$ cat src/rtl/div_iter_unit_if.sv
// Handshake bundle between the EX-stage divider and the pipeline control/HI-LO path.
`timescale 1ns/1ps
interface div_iter_unit_if #(
  parameter int WIDTH = 32
);
  logic                 start_i;
  logic                 signed_i;
  logic [WIDTH-1:0]     opa_i;
  logic [WIDTH-1:0]     opb_i;
  logic                 annul_i;
  logic                 advance_i;
  logic                 stall_o;
  logic                 ready_o;
  logic [2*WIDTH-1:0]   result_o;

  modport master (
    output start_i, signed_i, opa_i, opb_i, annul_i, advance_i,
    input  stall_o, ready_o, result_o
  );

  modport slave (
    input  start_i, signed_i, opa_i, opb_i, annul_i, advance_i,
    output stall_o, ready_o, result_o
  );
endinterface

$ cat src/rtl/div_iter_unit.sv
// Multi-cycle radix-2 restoring divider for DIV/DIVU; result is {remainder, quotient}.
// Optional DIV_EARLY_EXIT_EN: finish in one cycle when |dividend| < |divisor|.
`timescale 1ns/1ps
module div_iter_unit #(
  parameter int WIDTH = 32
) (
  input  logic            clk,
  input  logic            rst,
  div_iter_unit_if.slave  bus
);
  localparam int CNT_W = $clog2(WIDTH);
  localparam logic [WIDTH-1:0] ONE = WIDTH'(1);

  typedef enum logic [1:0] {S_IDLE, S_BUSY, S_DONE} state_t;

  state_t               r_state;
  state_t               w_state_nxt;
  logic [CNT_W-1:0]     r_cnt;
  logic [WIDTH-1:0]     r_rem;
  logic [WIDTH-1:0]     r_dvd;
  logic [WIDTH-1:0]     r_dsr;
  logic                 r_neg_q;
  logic                 r_neg_r;
  logic                 r_ready;
  logic [2*WIDTH-1:0]   r_result;

  logic [WIDTH-1:0]     w_abs_a;
  logic [WIDTH-1:0]     w_abs_b;
  logic [WIDTH-1:0]     w_fast_q;
  logic [WIDTH:0]       w_rem_sh;
  logic [WIDTH:0]       w_trial;
  logic [WIDTH-1:0]     w_rem_nxt;
  logic [WIDTH-1:0]     w_quo_nxt;
  logic                 w_qbit;
  logic                 w_last;
  logic                 w_zero;
  logic                 w_early;
  logic                 w_go;

  function automatic logic [WIDTH-1:0] abs_op(input logic [WIDTH-1:0] v, input logic sg);
    return (sg && v[WIDTH-1]) ? (~v + ONE) : v;
  endfunction

  function automatic logic [WIDTH-1:0] neg_if(input logic [WIDTH-1:0] v, input logic n);
    return n ? (~v + ONE) : v;
  endfunction

  assign w_abs_a  = abs_op(bus.opa_i, bus.signed_i);
  assign w_abs_b  = abs_op(bus.opb_i, bus.signed_i);
  assign w_zero   = (bus.opb_i == '0);
  assign w_go     = bus.start_i & ~bus.annul_i;
  // Divide-by-zero yields all-ones quotient; early exit yields zero quotient.
  assign w_fast_q = {WIDTH{w_zero}};

`ifdef DIV_EARLY_EXIT_EN
  assign w_early = ~w_zero & (w_abs_a < w_abs_b);
`else
  assign w_early = 1'b0;
`endif

  assign w_rem_sh  = {r_rem, r_dvd[WIDTH-1]};
  assign w_trial   = w_rem_sh - {1'b0, r_dsr};
  assign w_qbit    = ~w_trial[WIDTH];
  assign w_rem_nxt = w_qbit ? w_trial[WIDTH-1:0] : w_rem_sh[WIDTH-1:0];
  assign w_quo_nxt = {r_dvd[WIDTH-2:0], w_qbit};
  assign w_last    = (r_cnt == CNT_W'(WIDTH-1));

  always_comb begin
    w_state_nxt = r_state;
    if (bus.annul_i) begin
      w_state_nxt = S_IDLE;
    end else begin
      case (r_state)
        S_IDLE: if (bus.start_i) w_state_nxt = (w_zero || w_early) ? S_DONE : S_BUSY;
        S_BUSY: begin
          if (!bus.start_i)  w_state_nxt = S_IDLE;
          else if (w_last)   w_state_nxt = S_DONE;
        end
        S_DONE: if (bus.advance_i) w_state_nxt = S_IDLE;
        default: w_state_nxt = S_IDLE;
      endcase
    end
  end

  always_ff @(posedge clk or posedge rst) begin
    if (rst) begin
      r_state <= S_IDLE;
      r_ready <= 1'b0;
    end else begin
      r_state <= w_state_nxt;
      r_ready <= (w_state_nxt == S_DONE);
    end
  end

  always_ff @(posedge clk or posedge rst) begin
    if (rst) begin
      r_cnt    <= '0;
      r_rem    <= '0;
      r_dvd    <= '0;
      r_dsr    <= '0;
      r_neg_q  <= 1'b0;
      r_neg_r  <= 1'b0;
      r_result <= '0;
    end else begin
      case (r_state)
        S_IDLE: if (w_go) begin
          r_cnt <= '0;
          if (w_zero || w_early) begin
            r_result <= {bus.opa_i, w_fast_q};
          end else begin
            r_rem   <= '0;
            r_dvd   <= w_abs_a;
            r_dsr   <= w_abs_b;
            r_neg_q <= bus.signed_i & (bus.opa_i[WIDTH-1] ^ bus.opb_i[WIDTH-1]);
            r_neg_r <= bus.signed_i & bus.opa_i[WIDTH-1];
          end
        end
        // One quotient bit per cycle; sign fix-up folds into the final iteration.
        S_BUSY: if (w_go) begin
          r_rem <= w_rem_nxt;
          r_dvd <= w_quo_nxt;
          r_cnt <= r_cnt + CNT_W'(1);
          if (w_last) r_result <= {neg_if(w_rem_nxt, r_neg_r), neg_if(w_quo_nxt, r_neg_q)};
        end
        default: ;
      endcase
    end
  end

  assign bus.stall_o  = bus.start_i & ~bus.annul_i & (r_state != S_DONE);
  assign bus.ready_o  = r_ready;
  assign bus.result_o = r_result;
endmodule

$ cat src/flat_wrapper.sv
// flat-port wrapper written by rule: the top's interface ports become plain ports
module div_iter_unit_flat 
#(
  parameter int WIDTH = 32
)
  (clk, rst, bus_start_i, bus_signed_i, bus_opa_i, bus_opb_i, bus_annul_i, bus_advance_i, bus_stall_o, bus_ready_o, bus_result_o);
  div_iter_unit_if #(.WIDTH(WIDTH)) bus_i ();
  input  logic clk;
  input  logic rst;
  input wire logic [$bits(bus_i.start_i)-1:0] bus_start_i;
  input wire logic [$bits(bus_i.signed_i)-1:0] bus_signed_i;
  input wire logic [$bits(bus_i.opa_i)-1:0] bus_opa_i;
  input wire logic [$bits(bus_i.opb_i)-1:0] bus_opb_i;
  input wire logic [$bits(bus_i.annul_i)-1:0] bus_annul_i;
  input wire logic [$bits(bus_i.advance_i)-1:0] bus_advance_i;
  output wire logic [$bits(bus_i.stall_o)-1:0] bus_stall_o;
  output wire logic [$bits(bus_i.ready_o)-1:0] bus_ready_o;
  output wire logic [$bits(bus_i.result_o)-1:0] bus_result_o;
  assign bus_i.start_i = bus_start_i;
  assign bus_i.signed_i = bus_signed_i;
  assign bus_i.opa_i = bus_opa_i;
  assign bus_i.opb_i = bus_opb_i;
  assign bus_i.annul_i = bus_annul_i;
  assign bus_i.advance_i = bus_advance_i;
  assign bus_stall_o = bus_i.stall_o;
  assign bus_ready_o = bus_i.ready_o;
  assign bus_result_o = bus_i.result_o;
  div_iter_unit #(.WIDTH(WIDTH)) u_core (.clk(clk), .rst(rst), .bus(bus_i));
endmodule
$ cat config.mk
export PLATFORM = sky130hd
export DESIGN_NAME = div_iter_unit_flat
export DESIGN_NICKNAME = d
export VERILOG_FILES = /design/src/rtl/div_iter_unit_if.sv /design/src/rtl/div_iter_unit.sv /design/src/flat_wrapper.sv
export SDC_FILE = /design/constraint.sdc
export NUM_CORES = 1
export LEC_CHECK = 0
export BUFFER_PORTS_ARGS = -buffer_cell sky130_fd_sc_hd__buf_2
export CELL_PAD_IN_SITES_DETAIL_PLACEMENT = 0
export CELL_PAD_IN_SITES_GLOBAL_PLACEMENT = 2
export CORE_MARGIN = 1.5
export CORE_UTILIZATION = 35
export CTS_CLUSTER_DIAMETER = 120
export DETAILED_ROUTE_END_ITERATION = 8
export PLACE_DENSITY_LB_ADDON = 0.1
export SLEW_MARGIN = 20
export SYNTH_ARGS = -nofsm -noshare
export SYNTH_HDL_FRONTEND = slang
export SYNTH_SLANG_ARGS = --single-unit
$ cat constraint.sdc
create_clock -name clk -period 13.15 [get_ports clk]
set_clock_uncertainty 0.1 [all_clocks]
set_input_delay 1.9725 -clock clk [delete_from_list [all_inputs] [get_ports clk]]
set_output_delay 1.9725 -clock clk [all_outputs]
set_load 0.01 [all_outputs]
After elaboration in Yosys (flattened, before gate mapping)
Index checks and enable logic that the tools add are counted.
Cells by class
  reductions and logical operators: 9
  add/sub/neg operators: 6
  bitwise logic cells: 12
  mux-type cells: 28
  equality and inequality tests: 10
Operators with widths (number)
  2-to-1 mux 32 bit: 11
  2-to-1 mux 64 bit: 4
  adder 32 x 1 -> 32 bit (second input constant): 4
  NOT 32 bit: 4
  one-hot mux 32 bit (2 select lines): 2
  one-hot mux 64 bit (2 select lines): 1
  subtractor 33 x 32 -> 33 bit: 1
  zero test 32 bit: 1
  2-to-1 mux 2 bit: 6
  2-to-1 mux 5 bit: 2
  one-hot mux 5 bit (2 select lines): 1
  != test 2 x 1 -> 1 bit (second input constant): 4
  one-hot mux 2 bit (3 select lines): 1
  AND reduction 3 bit: 2
  adder 5 x 1 -> 5 bit (second input constant): 1
  == test 5 bit (second input constant): 1
  AND reduction 5 bit: 1
  AND 1 bit: 4
  == test 2 bit (second input constant): 2
  != test 2 bit (second input constant): 2
  AND reduction 4 bit: 1
  NOT 1 bit: 3
  == test 2 x 1 -> 1 bit (second input constant): 1
  logical AND 1 bit: 2
  other kinds (3): 3
Word-level totals
  register bits: 170

Logic depth before layout (Yosys ltp)
  depth in word-level cells: 8
  gate-level depth with buffers: 25
  gate-level depth less buffers: 23

Worst setup path before layout
OpenSTA, ideal clock, no wires.
  path kind: reg2reg
  start point: reg u_core.r_dvd[31]
  end point: reg u_core.r_result[56] (netlist: u_core.bus.result_o[56])
  stages on the path, launching flop included: 24
  buffers on the path: 3
  setup slack: 7.760 ns
  data arrival time: 5.154 ns
  required time: 12.914 ns
  library setup time: 0.136 ns
  cells stage by stage: dfrtp_1 -> inv_1 -> ha_1 -> inv_1 -> fa_1 -> a211oi_2 -> o211ai_1 -> nand4_2 -> a21oi_4 -> a21o_1 -> nor2_2 -> buf_2 -> buf_2 -> buf_2 -> mux2i_1 -> ha_1 -> inv_1 -> a2111oi_0 -> nor4b_1 -> a31oi_1 -> o41ai_1 -> a21boi_0 -> xnor2_1 -> o211ai_1
On the way
  longest elaborated chain between the ends: 8
Ends and longest elaborated chain
  start: declaration: RTL line div_iter_unit.sv:20  | logic [WIDTH-1:0] r_dvd;
  start signal: assignment: RTL line div_iter_unit.sv:112  | r_dvd <= w_abs_a;
  start signal: assignment: RTL line div_iter_unit.sv:121  | r_dvd <= w_quo_nxt;
  subtractor 33 x 32 -> 33 bit: RTL line div_iter_unit.sv:62  | assign w_trial = w_rem_sh - {1'b0, r_dsr};
  2-to-1 mux 32 bit (*): RTL line div_iter_unit.sv:64  | assign w_rem_nxt = w_qbit ? w_trial[WIDTH-1:0] : w_rem_sh[WIDTH-1:0];
  NOT 32 bit: RTL line div_iter_unit.sv:45  | return n ? (~v + ONE) : v;
  adder 32 x 1 -> 32 bit: RTL line div_iter_unit.sv:45
  2-to-1 mux 32 bit (*): RTL line div_iter_unit.sv:45
  2-to-1 mux 64 bit (*): RTL line div_iter_unit.sv:123  | if (w_last) r_result <= {neg_if(w_rem_nxt, r_neg_r), neg_if(w_quo_nxt, r_neg_q)};
  2-to-1 mux 64 bit (*): RTL line div_iter_unit.sv:119  | S_BUSY: if (w_go) begin
  one-hot mux 64 bit (2 select lines) (*): RTL line div_iter_unit.sv:105  | case (r_state)
  end signal: assignment: RTL line div_iter_unit.sv:109  | r_result <= {bus.opa_i, w_fast_q};
  end signal: assignment: RTL line div_iter_unit.sv:123
  end: declaration: RTL line div_iter_unit.sv:25  | logic [2*WIDTH-1:0] r_result;
Every way passes the cells marked *; elsewhere a longest branch is shown, timed or not. The select of a mux whose other input is x is not followed.
A chain may end at the register's enable or synchronous reset.

Worst setup path after layout
Ends and elaborated chain as after synthesis.

==> run metrics <==
outcome=finished clean; core box area=34700 sq um; GR Util met1=30.8%; Crit path required time=between 10 and 15 ns; Reg2Reg Depth=20; WHS Path Cells=2; DP HPWL=between 20 and 30 mm; adder-cell area share of the yosys netlist=4.00%; WP data arrival=6.59 ns; max cap viols=0; first-pass GRT wire length=61.5 mm; cell taking the most area after synthesis=dfrtp_1; Leak=6.27 nW; Switch Pwr=roughly 0.51 mW; initial core utilization=between 30 and 40%; Fmax=0.157 GHz; crit path launch=u_core.r_dvd[31]; Post-synth EDFFs=0; met2 GRT Util=around a third; # rows=a little under 70; Mapped Area=12400 sq um; Final Non-Filler Cells=2105; Syn Inst Count=around 1600; fin nets=1749; gr ovfl total=0; CTS root buf=clkbuf_16; setup TNS=0 ns; Yosys top cell area share=34.4%; Pwr Density=108 nW/um^2; CTS H-tree depth=4; vias in the first global route=10593; post-CTS setup buffer count=0; Ports=between 100 and 150; RSZ-0062 raised after global routing=false; sequential power share=39.2%; DIE WIDTH=approximately 190 um; WL/cell=18.6 um; PortBufs=135; R2R Path Start=u_core.r_dvd[31]; GP Congestion=0.877; Final Hold Vio Count=0; actual slew at the worst max-slew pin=1.04 ns; crit-path cells=inv_1, ha_1, inv_1, fa_1, a211oi_2, o211ai_1, nand4_2, a21oi_4, a21o_1, nor2_4, mux2i_1, ha_1, inv_1, a2111oi_0, nor4b_1, a31oi_1, o41ai_1, a21boi_0, xnor2_1, o211ai_1; Antenna diodes=0; max-slew violation count=0; DR vias/cell=5.32; fin crit share=48.6%; WS Path Type=register to register; Max IR drop VDD=roughly 0.09 mV; Post-CTS Hold Buffers=0; Synth Area in Simple Gates=20.3%; die height=around 190 um; WL final=39.1 mm; Avg Synthesized Cell Area=7.95 sq um; Iteration-0 DRC Markers=737; Async SR Flop Fraction=100%; PostCTS Resize Cnt=0; post-placement cell count=2076; top post-synthesis cells by area=dfrtp_1 (34%), o21ai_0 (6.8%), nand2_1 (6.1%), xor2_1 (6.0%), a21oi_1 (5.8%); worst reg2reg endpoint=u_core.bus.result_o[56]; GRT Overall Usage=between 20% and 30%; Clock transition at path regs=0.07 ns; Die Area=36500 sq um; antenna-violating nets left=0; HP Start=u_core.bus.result_o[8]; Worst Setup End Kind=register; synth unique cells=77; Hold Crit Class=register to register; Slowest cell on crit path=nor4b_1; Fillers=3632; Sink Count=170; CP max FO=20; combinational family with the most area after synthesis=compound AO/OA/AOI/OAI gates; Top FF cell, synth=dfrtp_1; Reg2Reg Setup Slack=6.77 ns; hold path endpoint=u_core.bus.result_o[8]; P_int=around 1 mW; initial antenna violation count=0; post-synthesis sequential area ratio=34.4%; drt pass-1 iters=5; latest clock arrival within the worst-skew pair=roughly 0.45 ns; area occupied by multi-input gates=7600 sq um; post-synthesis register bit count=170; FF+latch area=4250 sq um; CTS tree=yes; total vias in the final route=11189; Synth Area in Compound Gates=a little under a quarter; Ys Warns=0; Clk pwr share=33.2%; CTS Buffer Depth=2; mux cell area share after synthesis=3.68%; area grow syn2layout=12.8%; total CTS buffers=17; xor-xnor portion of the synthesized cell area=9.62%; Slew HR=29.5%; post-layout minimum cycle time=between 6 and 7 ns; Worst setup SP type=register; Final Setup Violations=0; largest net degree at the start of global routing=97; Critical Path Max Stage Delay=0.73 ns; CP dominant cell by count=inv_1; DRC=0; Sw Share=34.2%; Syn Nets=1666; Gate power share=between 20% and 30%; busiest layer in global routing=met2; layout cells sized above 1=12.7%; met3 GRT Util=2.63%
## registers in the layout, indices dropped and copies added, names as in the netlist
| name | cells |
|---|---|
| u_core.r_dvd | 32 |
| u_core.bus.result_o | 64 |
| u_core.r_neg_q | 1 |
| u_core.r_dsr | 32 |
| u_core.bus.ready_o | 1 |
| u_core.r_cnt | 5 |
| u_core.r_neg_r | 1 |
| u_core.r_state | 2 |
| u_core.r_rem | 32 |
## layer usage
layer | share of wire (%) | vias to the layer above
met5 | 0 | -
met4 | 1.6 | 0
met3 | 3.2 | 33
met2 | 45 | 241
met1 | 50 | 5201
li1 | - | 5714
## metrics by stage
step / instance area [sq um] / hold WS [ns] / setup WS, ns / util (%) / total power, mW
global route: 14000 / 0.417 / 6.32 / 40.2 / 1.60
CTS: 14000 / 0.382 / 6.80 / 40.2 / 1.52
floorplan: 12400 / 0.369 / 6.47 / - / 0.898
global placement: 13400 / 0.359 / 6.92 / 38.6 / 1.01
finish: 14000 / 0.375 / 6.77 / 40.2 / 1.51
detailed placement: 13400 / 0.364 / 6.82 / 38.6 / 1.01
## placed cells by master, fill, tap and decap left out, types with 37 or more instances in the layout
cell type  Yosys  layout
buf_2         21     135
a31oi_1       37      37
dfrtp_1      170     170
xor2_1        85      85
ha_1          38      38
xnor2_1       51      51
o21ai_0      167     167
mux2i_1       41      41
nor2_1       166     164
inv_1         53      52
nand2_1      202     201
a21oi_1      143     142
## logic make-up (layout without fill, tap and decap cells)
family                   count (synthesis)  in the layout
buffers and inverters                  138            231
XOR/XNOR                               136            136
multiplexers                            45             45
adder cells (fa/ha/maj)                 39             39
flip-flops                             170            170
AO/OA/AOI/OAI                          484            484
AND/OR/NAND/NOR                        545            545
## cell usage after synthesis, types with 9 or more instances
master      n
a31oi_1    37
and3_1     14
o41ai_1     9
a21o_1     15
o211ai_1   12
dfrtp_1   170
buf_2      21
o21ai_0   167
o31ai_1    28
nor4_1     15
mux2i_1    41
or3_1      29
xor2_1     85
or4_1      12
xnor2_1    51
nand2b_1   11
nand2_1   202
inv_1      53
ha_1       38
nor3_1     26
a21oi_1   143
nand3_1    22
clkbuf_1   54
nor2_1    166
## worst max path at each step
stage / endpoint / depth (start not counted)
finish: u_core.bus.result_o[56] / 20
global route: u_core.bus.result_o[56] / 21
CTS: u_core.bus.result_o[56] / 20
detailed placement: u_core.bus.result_o[56] / 20
global placement: u_core.r_rem[0] / 11
floorplan: u_core.bus.ready_o / 1
## final cells by class
cell class	instances	area share, %
clock buffer	21	3.30
clock inverter	8	0.690
inverter	55	1.51
multi-input combinational	1249	54.4
sequential	170	30.5
tap	455	4.08
timing repair buffer	147	5.51
## worst max-delay path: cells and delay by family, from the launching register on
kind | cells | cell delay [ns]
compound gates | 9 | 2.61
flops | 1 | 0.40
fa+ha+maj | 3 | 0.83
mux | 1 | 0.37
buf+inv | 3 | 0.21
simple gates | 3 | 1.54
xor+xnor | 1 | 0.14
## power groups by stage
stage	Sequential [mW]	Combinational (mW)	Clock [mW]
final	0.590	0.415	0.500
after global placement	0.599	0.415	0
after CTS	0.590	0.416	0.518
after floorplan	0.591	0.307	0
after global routing	0.595	0.468	0.533
after detailed placement	0.600	0.414	0
No activity file was read; power rests on OpenSTA's default activity.
